--- src/rtl/lsu_pkg.sv ---
// Shared definitions for the load/store unit: funct3 width codes, FSM states
// and the request legality check applied at accept time.
package lsu_pkg;

    localparam logic [2:0] F3_B  = 3'b000;
    localparam logic [2:0] F3_H  = 3'b001;
    localparam logic [2:0] F3_W  = 3'b010;
    localparam logic [2:0] F3_BU = 3'b100;
    localparam logic [2:0] F3_HU = 3'b101;

    typedef enum logic [2:0] {
        IDLE,
        LOAD,
        RMW_RD,
        STORE,
        RESP
    } state_t;

    // Unsigned widths exist only for loads; any other funct3 is illegal.
    function automatic logic req_bad(input logic write, input logic [2:0] f3,
                                     input logic [1:0] off);
        logic bad;
        case (f3)
            F3_B:    bad = 1'b0;
            F3_H:    bad = off[0];
            F3_W:    bad = (off != 2'b00);
            F3_BU:   bad = write;
            F3_HU:   bad = write | off[0];
            default: bad = 1'b1;
        endcase
        return bad;
    endfunction

endpackage

--- src/rtl/load_store_unit_if.sv ---
// Core-side request/response channel and word-memory bus used by the LSU.
interface lsu_req_if;
    logic        req_valid;
    logic        req_ready;
    logic        req_write;
    logic [2:0]  req_funct3;
    logic [31:0] req_addr;
    logic [31:0] req_wdata;
    logic        resp_valid;
    logic [31:0] resp_rdata;
    logic        resp_err;

    modport master (
        output req_valid, req_write, req_funct3, req_addr, req_wdata,
        input  req_ready, resp_valid, resp_rdata, resp_err
    );
    modport slave (
        input  req_valid, req_write, req_funct3, req_addr, req_wdata,
        output req_ready, resp_valid, resp_rdata, resp_err
    );
endinterface

interface lsu_mem_if #(parameter int unsigned ADDR_W = 6);
    logic              mem_read;
    logic              mem_write;
    logic [ADDR_W-1:0] mem_addr;
    logic [31:0]       mem_wdata;
    logic [31:0]       mem_rdata;

    modport master (
        output mem_read, mem_write, mem_addr, mem_wdata,
        input  mem_rdata
    );
    modport slave (
        input  mem_read, mem_write, mem_addr, mem_wdata,
        output mem_rdata
    );
endinterface

--- src/rtl/lsu_lane.sv ---
// Byte/halfword lane handling: load extract+extend and store merge into a word.
module lsu_lane
    import lsu_pkg::*;
(
    input  logic [31:0] i_word,
    input  logic [31:0] i_wdata,
    input  logic [1:0]  i_off,
    input  logic [2:0]  i_funct3,
    output logic [31:0] o_load,
    output logic [31:0] o_merged
);

    function automatic logic [31:0] load_ext(input logic [31:0] word,
                                             input logic [1:0] off,
                                             input logic [2:0] f3);
        logic [7:0]  b;
        logic [15:0] h;
        logic [31:0] res;
        case (off)
            2'd0:    b = word[7:0];
            2'd1:    b = word[15:8];
            2'd2:    b = word[23:16];
            default: b = word[31:24];
        endcase
        h = off[1] ? word[31:16] : word[15:0];
        case (f3)
            F3_B:    res = {{24{b[7]}}, b};
            F3_BU:   res = {24'h0, b};
            F3_H:    res = {{16{h[15]}}, h};
            F3_HU:   res = {16'h0, h};
            default: res = word;
        endcase
        return res;
    endfunction

    function automatic logic [31:0] store_merge(input logic [31:0] old,
                                                input logic [31:0] wdata,
                                                input logic [1:0] off,
                                                input logic [2:0] f3);
        logic [31:0] res;
        res = old;
        case (f3)
            F3_B: begin
                case (off)
                    2'd0:    res[7:0]   = wdata[7:0];
                    2'd1:    res[15:8]  = wdata[7:0];
                    2'd2:    res[23:16] = wdata[7:0];
                    default: res[31:24] = wdata[7:0];
                endcase
            end
            F3_H: begin
                if (off[1]) res[31:16] = wdata[15:0];
                else        res[15:0]  = wdata[15:0];
            end
            default: res = wdata;
        endcase
        return res;
    endfunction

    assign o_load   = load_ext(i_word, i_off, i_funct3);
    assign o_merged = store_merge(i_word, i_wdata, i_off, i_funct3);

endmodule

--- src/rtl/load_store_unit.sv ---
// Load/store unit: accepts one core request at a time and drives a word-only
// data memory, adding byte/halfword loads and read-modify-write sub-word stores.
module load_store_unit
    import lsu_pkg::*;
#(
    parameter int unsigned ADDR_W = 6
) (
    input  logic      clk,
    input  logic      reset,
    lsu_req_if.slave  req,
    lsu_mem_if.master mem
);

    state_t            r_state;
    state_t            w_next;
    logic              r_err;
    logic [2:0]        r_funct3;
    logic [ADDR_W+1:0] r_addr;
    logic [31:0]       r_wdata;
    logic [31:0]       r_rdata;

    logic              w_accept;
    logic              w_bad;
    logic [31:0]       w_load_data;
    logic [31:0]       w_merged;

    assign w_accept = req.req_valid && (r_state == IDLE);
    assign w_bad    = req_bad(req.req_write, req.req_funct3, req.req_addr[1:0]);

    lsu_lane u_lane (
        .i_word   (mem.mem_rdata),
        .i_wdata  (r_wdata),
        .i_off    (r_addr[1:0]),
        .i_funct3 (r_funct3),
        .o_load   (w_load_data),
        .o_merged (w_merged)
    );

    always_ff @(posedge clk or negedge reset) begin
        if (!reset) r_state <= IDLE;
        else        r_state <= w_next;
    end

    always_comb begin
        w_next = r_state;
        case (r_state)
            IDLE: begin
                if (w_accept) begin
                    if (w_bad)                          w_next = RESP;
                    else if (!req.req_write)            w_next = LOAD;
                    else if (req.req_funct3 == F3_W)    w_next = STORE;
                    else                                w_next = RMW_RD;
                end
            end
            LOAD:    w_next = RESP;
            RMW_RD:  w_next = STORE;
            STORE:   w_next = RESP;
            RESP:    w_next = IDLE;
            default: w_next = IDLE;
        endcase
    end

    always_comb begin
        req.req_ready  = (r_state == IDLE);
        req.resp_valid = (r_state == RESP);
        req.resp_err   = (r_state == RESP) && r_err;
        req.resp_rdata = r_rdata;
        mem.mem_read   = (r_state == LOAD) || (r_state == RMW_RD);
        mem.mem_write  = (r_state == STORE);
        mem.mem_wdata  = r_wdata;
        mem.mem_addr   = '0;
        if (r_state == LOAD || r_state == RMW_RD || r_state == STORE)
            mem.mem_addr = r_addr[ADDR_W+1:2];
    end

    // r_wdata carries raw store data until RMW_RD replaces it with the merged word.
    always_ff @(posedge clk or negedge reset) begin
        if (!reset) begin
            r_err    <= 1'b0;
            r_funct3 <= '0;
            r_addr   <= '0;
            r_wdata  <= '0;
            r_rdata  <= '0;
        end else begin
            case (r_state)
                IDLE: begin
                    if (w_accept) begin
                        r_err    <= w_bad;
                        r_funct3 <= req.req_funct3;
                        r_addr   <= req.req_addr[ADDR_W+1:0];
                        r_wdata  <= req.req_wdata;
                        if (w_bad) r_rdata <= '0;
                    end
                end
                LOAD:    r_rdata <= w_load_data;
                RMW_RD:  r_wdata <= w_merged;
                STORE:   r_rdata <= '0;
                default: ;
            endcase
        end
    end

endmodule

--- src/flat_wrapper.sv ---
// flat-port wrapper written by rule: the top's interface ports become plain ports
module load_store_unit_flat import lsu_pkg::*;
#(
    parameter int unsigned ADDR_W = 6
)
  (clk, reset, req_req_valid, req_req_write, req_req_funct3, req_req_addr, req_req_wdata, req_req_ready, req_resp_valid, req_resp_rdata, req_resp_err, mem_mem_read, mem_mem_write, mem_mem_addr, mem_mem_wdata, mem_mem_rdata);
  lsu_req_if req_i ();
  lsu_mem_if #(.ADDR_W(ADDR_W)) mem_i ();
  input  logic clk;
  input  logic reset;
  input wire logic [$bits(req_i.req_valid)-1:0] req_req_valid;
  input wire logic [$bits(req_i.req_write)-1:0] req_req_write;
  input wire logic [$bits(req_i.req_funct3)-1:0] req_req_funct3;
  input wire logic [$bits(req_i.req_addr)-1:0] req_req_addr;
  input wire logic [$bits(req_i.req_wdata)-1:0] req_req_wdata;
  output wire logic [$bits(req_i.req_ready)-1:0] req_req_ready;
  output wire logic [$bits(req_i.resp_valid)-1:0] req_resp_valid;
  output wire logic [$bits(req_i.resp_rdata)-1:0] req_resp_rdata;
  output wire logic [$bits(req_i.resp_err)-1:0] req_resp_err;
  output wire logic [$bits(mem_i.mem_read)-1:0] mem_mem_read;
  output wire logic [$bits(mem_i.mem_write)-1:0] mem_mem_write;
  output wire logic [$bits(mem_i.mem_addr)-1:0] mem_mem_addr;
  output wire logic [$bits(mem_i.mem_wdata)-1:0] mem_mem_wdata;
  input wire logic [$bits(mem_i.mem_rdata)-1:0] mem_mem_rdata;
  assign req_i.req_valid = req_req_valid;
  assign req_i.req_write = req_req_write;
  assign req_i.req_funct3 = req_req_funct3;
  assign req_i.req_addr = req_req_addr;
  assign req_i.req_wdata = req_req_wdata;
  assign req_req_ready = req_i.req_ready;
  assign req_resp_valid = req_i.resp_valid;
  assign req_resp_rdata = req_i.resp_rdata;
  assign req_resp_err = req_i.resp_err;
  assign mem_mem_read = mem_i.mem_read;
  assign mem_mem_write = mem_i.mem_write;
  assign mem_mem_addr = mem_i.mem_addr;
  assign mem_mem_wdata = mem_i.mem_wdata;
  assign mem_i.mem_rdata = mem_mem_rdata;
  load_store_unit #(.ADDR_W(ADDR_W)) u_core (.clk(clk), .reset(reset), .req(req_i), .mem(mem_i));
endmodule
--- config.mk ---
export PLATFORM = sky130hd
export DESIGN_NAME = load_store_unit_flat
export DESIGN_NICKNAME = d
export VERILOG_FILES = /design/src/rtl/lsu_pkg.sv /design/src/rtl/load_store_unit_if.sv /design/src/rtl/lsu_lane.sv /design/src/rtl/load_store_unit.sv /design/src/flat_wrapper.sv
export SDC_FILE = /design/constraint.sdc
export NUM_CORES = 1
export LEC_CHECK = 0
export BUFFER_PORTS_ARGS = -buffer_cell sky130_fd_sc_hd__buf_4
export CORE_MARGIN = 2
export CORE_UTILIZATION = 50
export DETAILED_ROUTE_END_ITERATION = 10
export PLACE_DENSITY = 0.95
export RECOVER_POWER = 50
export SYNTH_ARGS = -nofsm -noshare
export SYNTH_HDL_FRONTEND = slang
export SYNTH_SLANG_ARGS = --single-unit
--- constraint.sdc ---
create_clock -name clk -period 5.29 [get_ports clk]
set_input_delay 0.529 -clock clk [delete_from_list [all_inputs] [get_ports clk]]
set_output_delay 0.529 -clock clk [all_outputs]
set_load 0.05 [all_outputs]
==> reports/qor.txt <==
Rel. slew slack: 32.5%
Setup TNS: 0 ps
Tcrit/Tclk final: 49.7%
Post-synth EDFFs: 0
Die ar.: 9450 um2
Clock sink count: 79
Syn nets: 554
Initial core utilization: 50.8%
Drt drc: 0
Routed WL per cell: 19.7 um
Top cells by area in the synthesized netlist: dfrtp_1 46%, nand2_1 6.5%, mux2_2 5.2%
Global Route Usage Sum: 28.8%
H-tree depth: 3
Post-CTS Setup Repair Bufs: 0
IO Port Bufs: 153
Row cnt: 34
Post-layout min period: 2630 ps
Leakage power: 2.68 nW
Cts repair resizes: 0
Worst slew pin tran: 1010 ps
Die W: 97.2 um
Vias per inst: 5.98
Synth-to-Final Area Change: 29.4%
Fin nets: 691
Post-Synthesis Cells: 451
Critical path class: flop to flop
Synth unique cells: 53
Routed Antenna Nets: 0
DRT Pass-1 Iters: 5
Maximum VDD drop: 0.368 mV
CTS root buf: clkbuf_8
HPWL Detailed: 10.1 mm
Worst Skew: 12.1 ps
TritonCTS buffer count: 9
Final GP Congestion: 0.959
Initial DRC Count: 414
Placed instance area: 5510 um2
N_diodes: 0
Final Hold Viols: 0
Largest net degree at the start of global routing: 80
MaxCap Viol Count: 0
Share of cells above drive strength 1: 30.5%
Reg clk slew, reported paths: 90 ps
Core area: 8550 um2
Avg Synthesized Cell Area: 9.63 um2
Vias in the first global route: 4103
Worst R2R Path Depth: 4
Seq cells post-synth: 79
Clock Path Buffers: 2
Global-route wire length before repair: 21.8 mm
Share of the yosys chip area belonging to registers: 45.5%
Setup violators final: 0
Largest area contributor in the netlist: dfrtp_1
Initial antenna violation count: 0
Fill cells: 703
Grt total ovfl: 0
Synth warn: 0
HP Class: input port to asynchronous set/reset pin
RSZ-0062 raised after global routing: no
F_max: 381 MHz
CP max FO: 26
Post-Layout Inst Area: 5620 um2
Yosys top cell area share: 45.5%
Worst setup SP type: flop
Predominant post-synthesis flop cell: dfrtp_1
Most common cell after layout, fill and taps aside: buf_4
Max Slew Vio Count: 0
Die height: 97.2 um
# hold bufs at CTS: 0
Skew-Pair Late Insertion Delay: 360 ps
Synthesized area: 4340 um2
Most frequent cells in the layout: 123 x buf_4, 79 x dfrtp_1, 75 x nand2_1, 37 x clkbuf_1, 30 x nor2_1
CP required: 5510 ps
CP Capture Type: flop
Critical path arrival: 2840 ps
Cell Pwr Density: 767 nW/um2
IO Pins: 178
Routed Wire Length: 13.8 mm
Post-synthesis async set-or-reset flop share: 100%
Via Count: 4193
CTS tree: built
Status: finished, final reports clean
[power breakdown]
part	switching (mW)	leakage [nW]	internal [mW]
combinational	1.78	1.56	0.781
clock	0.235	0.119	0.318
sequential	0.305	1.00	0.895
[path summary, 6_finish.rpt]
check,startpoint,endpoint,slack [ps]
max in group asynchronous,reset,u_core.req.resp_rdata[26],4320
worst max register to register,u_core.r_addr[1],u_core.req.resp_rdata[31],2660
worst min-delay path,reset,u_core.mem.mem_wdata[20],340
worst min register to register,u_core.r_addr[4],u_core.r_addr[4],470
min in group clk,req_req_addr[2],u_core.r_addr[2],350
worst max-delay path,u_core.r_addr[1],u_core.req.resp_rdata[31],2660
[synthesized netlist by cell type (10+ instances only)]
cell and count:
dfrtp_1 79, nand2_1 75, nor2_1 30, o21ai_0 26
mux2i_1 21, mux2_2 20, clkbuf_1 19, nand3_1 18
o2bb2ai_1 16, a21oi_1 13, o22ai_1 13, nand2b_1 10
[kinds of logic (layout without fill, tap and decap cells)]
group | Yosys count | count (layout) | share of synthesized area (%)
AOI/OAI and AO/OA | 128 | 128 | 21.7
and+or+nand+nor | 163 | 163 | 17.9
buffers and inverters | 39 | 181 | 4.35
muxes | 42 | 42 | 10.5
DFF | 79 | 79 | 45.5
[per-layer routing]
metal  GRT usage [%]  up-vias  part of all wire (%)
met3            6.40       19                   7.6
met4            7.05        0                   1.7
met1            39.9     2049                    42
met2            46.5      211                    49
met5               0        -                     0
li1                -     1914                     -
[sequential cells by signal, summed over array words and instances (netlist names)]
signal                 cells
u_core.mem.mem_wdata      32
u_core.r_addr              8
u_core.r_err               1
u_core.r_state             3
u_core.r_funct3            3
u_core.req.resp_rdata     32
[critical path: stages (launching register included)]
cell,delay (ps)
dfrtp_1,1010
mux4_2,670
a21o_1,230
o21ai_4,430
o2bb2ai_1,150
[area by class of cell]
class / count / area (um2) / area share (%)
Clock buffer: 10 / 128 / 2.27
Clock inverter: 6 / 118 / 2.09
Inverter: 6 / 22.5 / 0.401
Multi-Input combinational cell: 333 / 2180 / 38.8
Sequential cell: 79 / 1980 / 35.2
Tap cell: 108 / 135 / 2.40
Timing Repair Buffer: 159 / 1060 / 18.8
[through the flow]
step                hold WS (ps)  std cells  utilization [%]  setup WS (ps)  total power, mW
floorplan                    233        451                -           2760             3.08
global placement             451        685             64.4           2750             3.80
detailed placement           456        685             64.4           2690             3.86
CTS                          347        701             67.3           2690             4.42
global route                 356        701             65.7           2570             4.52
finish                       336        701             65.7           2660             4.31
No activity file was read; power rests on OpenSTA's default activity.
